**config.mk**
```make
export PLATFORM = sky130hd
export DESIGN_NAME = brptr_sync
export DESIGN_NICKNAME = d
export VERILOG_FILES = /design/src/rtl/brptr_sync.sv
export SDC_FILE = /design/constraint.sdc
export NUM_CORES = 1
export LEC_CHECK = 0
export BUFFER_PORTS_ARGS = -buffer_cell sky130_fd_sc_hd__buf_2
export CORE_MARGIN = 5
export CORE_UTILIZATION = 45
export DETAILED_ROUTE_END_ITERATION = 12
export SLEW_MARGIN = 20
export SYNTH_ARGS = -nofsm -noshare
export SYNTH_HDL_FRONTEND = slang
export SYNTH_SLANG_ARGS = --single-unit
```
**constraint.sdc**
```tcl
create_clock -name rclk -period 6.15 [get_ports rclk]
set_input_delay 0.615 -clock rclk [delete_from_list [all_inputs] [get_ports rclk]]
set_output_delay 0.615 -clock rclk [all_outputs]
set_load 0.1 [all_outputs]
```
**src/rtl/brptr_sync.sv**
```systemverilog
`default_nettype none
// ============================================================================
// Module   : brptr_sync
// Brief    : Read-side pointer, empty/almost-empty flags and fill level for a
//            dual-clock FIFO. The write pointer is synchronised and filtered.
// Revision : 1.0
// ============================================================================
module brptr_sync #(
   parameter int SIZE      = 4,
   parameter int AEMPTY_TH = 2
) (
   input  logic            rclk,
   input  logic            rst_n,
   input  logic            rinc,
   input  logic [SIZE-1:0] wptr,
   input  logic            wstate,
   output logic [SIZE-1:0] rptr,
   output logic            rstate,
   output logic            empty,
   output logic            aempty,
   output logic [SIZE:0]   rlevel
);

   localparam logic [SIZE:0] AE_TH = (SIZE+1)'(AEMPTY_TH);

   logic [SIZE:0]   rbin;
   logic [SIZE:0]   rbnext;
   logic [SIZE:0]   s1;
   logic [SIZE:0]   s2;
   logic [SIZE:0]   s3;
   logic [SIZE:0]   wq;
   logic [SIZE-1:0] wqb;
   logic [SIZE:0]   wcnt;
   logic [SIZE:0]   level;

   assign rbnext = empty ? rbin : rbin + {{SIZE{1'b0}}, rinc};

   generate
      for (genvar i = 0; i < SIZE; i++) begin : g_g2b
         assign wqb[i] = ^wq[SIZE-1:i];
      end
   endgenerate

   assign wcnt  = {wq[SIZE], wqb};
   assign level = wcnt - rbnext;

   always_ff @(posedge rclk or negedge rst_n) begin
      if (!rst_n) begin
         rbin   <= '0;
         rptr   <= '0;
         rstate <= 1'b0;
      end else begin
         rbin   <= rbnext;
         rptr   <= rbnext[SIZE-1:0] ^ (rbnext[SIZE-1:0] >> 1);
         rstate <= rbnext[SIZE];
      end
   end

   // wq only takes a sample seen identically on two consecutive edges, which
   // hides the wstate / gray-msb skew at address wrap.
   always_ff @(posedge rclk or negedge rst_n) begin
      if (!rst_n) begin
         s1 <= '0;
         s2 <= '0;
         s3 <= '0;
         wq <= '0;
      end else begin
         s1 <= {wstate, wptr};
         s2 <= s1;
         s3 <= s2;
         if (s2 == s3)
            wq <= s2;
      end
   end

   always_ff @(posedge rclk or negedge rst_n) begin
      if (!rst_n) begin
         empty  <= 1'b1;
         aempty <= 1'b1;
         rlevel <= '0;
      end else begin
         empty  <= (wcnt == rbnext);
         rlevel <= level;
         aempty <= (level <= AE_TH);
      end
   end

endmodule
`default_nettype wire

```
==> results_dict.tcl <==
set metrics [dict create \
    status "finished, final reports clean" \
    grt.total_usage_pct 13.2 \
    cts_setup_buffers 0 \
    grt_antenna_before_repair 0 \
    clock_latency_ns 0.34 \
    cp.arrival_ns 3.14 \
    die_y_um 67.0 \
    slew_violations 0 \
    drtAntennaViolNets 0 \
    syn-cell-area_um2 1460 \
    numCtsBuffers 5 \
    period_needed_ns 2.90 \
    drc 0 \
    startpoint_type "flop" \
    worst_pin_slew_ns 0.758 \
    post_cts_resize_count 0 \
    finalSetupViolations 0 \
    drt-total-wl_mm 2.38 \
    grt_overflow 0 \
    synth_cell_type_count 32 \
    gp_congestion 0.754 \
    grt_pass1_wl_mm 4.22 \
    ctsLongestPathBuffers 2 \
    synth_fp_nets 112 \
    crit_chain "xor2_2, xnor2_1, xor2_1, ha_1, inv_1, ha_1, nor2_1, o221ai_1, a21o_2, a2111oi_2" \
    first_pass_iters 4 \
    hpwl_mm 1.71 \
    drtIter0Drc 24 \
    drive_gt1_share_pct 38.4 \
    fin_skew_ns 0.00570 \
    dr_total_vias 818 \
    clock_sinks 35 \
    htree_levels 2 \
    crit_type "flop to flop" \
    postCtsHoldBufs 0 \
    via_per_inst 4.84 \
    clk_pin_slew_ns 0.11 \
    grt_pass1_vias 842 \
    ys_warn_count 0 \
    maxCapViolCount 0 \
    ios 20 \
    worst_setup_path_end_kind "flop" \
    utilization_pct 54.1 \
    dp_cells 161 \
    core-area_um2 3080 \
    die_w_um 67.0 \
    syn_avg_cell_area_um2 14.6 \
    n_antenna_cell 0 \
    hold_violations 0 \
    initial_core_util_pct 47.4 \
    synth_seq_cells 35 \
    nets 136 \
    max_stage_delay_ns 0.47 \
    hp-class "primary input to async pin" \
    path_common_cell "ha_1" \
    synth-seq-area-share_pct 60.2 \
    rows 20 \
    place_ws_ns 3.03 \
    grt_max_degree 36 \
    cts_tree "built" \
    io_buffers 19 \
    tns_ns 0 \
    crit_required_ns 6.39 \
    cts-root-buf "clkbuf_4" \
    setup_slack_ns 3.25 \
    relSlewSlack_pct 49.4 \
    fin_crit_sh_pct 47.2 \
    areaGrowthSynthToFinish_pct 14.1 \
    wire_per_inst_um 14.1 \
    rsz0062_at_grt "no" \
    dieArea_um2 4480 \
    max_freq_mhz 344 \
    critPathSlowestCell "dfrtp_1" \
    cp_max_fo 8 \
    synthCells 100 \
    fin_cells 169 \
]
stage by stage:
stage | instance area [µm²] | hold WS, ns
floorplan | 1460 | 0.319
global placement | 1600 | 0.332
detailed placement | 1600 | 0.336
CTS | 1670 | 0.336
global route | 1670 | 0.341
finish | 1670 | 0.331
kinds of logic (layout without fill, tap and decap cells):
| logic type | Yosys count | after routing | share of synthesized area (%) |
|---|---|---|---|
| xor gates and xnor gates | 19 | 19 | 13.7 |
| adders and majority gates | 4 | 4 | 3.43 |
| DFF | 35 | 35 | 60.2 |
| and+or+nand+nor | 16 | 16 | 6.68 |
| buffers and inverters | 7 | 32 | 2.14 |
| AOI/OAI and AO/OA | 10 | 10 | 7.11 |
| muxes | 9 | 9 | 6.77 |
synthesized netlist by cell type, drive strengths merged:
cell type  instances  area, µm²
dfrtp             33        826
and2               1       6.26
nand2              3       11.3
xnor2              8       77.6
nor2b              2       15.0
inv                5       18.8
dfstp              2       52.6
ha                 4       50.1
a21oi              2       10.0
o21a               2       16.3
a311oi             1       15.0
nand4bb            1       11.3
buf                2       12.5
nand3              3       20.0
a2111oi            1       15.0
nor2               3       11.3
a21o               1       8.76
mux2i              2       20.0
mux2               7       78.8
o221ai             3       38.8
nand4b             2       17.5
nor3               1       5.00
xor2              11        123
layout by cell type, fill, tap and decap left out, types with 2 or more instances in the layout:
cell type,count
dfrtp_1,33
mux2i_1,2
xnor2_1,7
a21oi_1,2
inv_1,4
dfstp_2,2
nor2_1,3
nand3_1,2
buf_2,19
nand2_1,3
clkbuf_4,5
o221ai_2,2
xor2_1,9
mux2_2,7
ha_1,4
nand4b_1,2
sequential cells by signal, summed over array words and instances (netlist names), 3 cells and up:
register	flops
wq	5
s1	5
rlevel	5
s3	5
rbin	5
s2	5
rptr	3
layout make-up:
cell class / instances / area, µm²
Clock buffer: 6 / 51.3
Inverter: 5 / 18.8
Timing Repair Buffer: 19 / 95.1
Multi-Input combinational cell: 58 / 551
Tap cell: 44 / 55.1
Clock inverter: 2 / 16.3
Fill cell: 286 / 1410
Sequential cell: 35 / 878
per-layer routing:
metal	share of wire, %	global-route usage [%]	vias to the layer above
li1	-	-	384
met1	47	16.7	404
met2	43	19.3	22
met3	7.1	5.56	8
met4	2.1	6.08	0
met5	0	0	-
worst max-delay path, delay by kind of cell, from the launching register on:
family                   cells  cell delay, ns
XOR/XNOR                     3            0.82
adder cells (fa/ha/maj)      2            0.47
AO/OA/AOI/OAI                3            0.78
AND/OR/NAND/NOR              1            0.20
flip-flops                   1            0.47
buffers and inverters        1            0.06
worst paths after layout:
path,from,end,slack [ns],cells past startpoint
max,wq[3],aempty,3.25,10
max reg2reg,wq[3],aempty,3.25,10
min reg2reg,s1[1],s2[1],0.36,0
min,rst_n,s2[1],0.33,1
max in group asynchronous,rst_n,rbin[4],5.33,1
min in group rclk,s1[1],s2[1],0.36,0
Power is not shown: default switching activity piles up to over one toggle a cycle in this logic, so the estimate is an artifact.
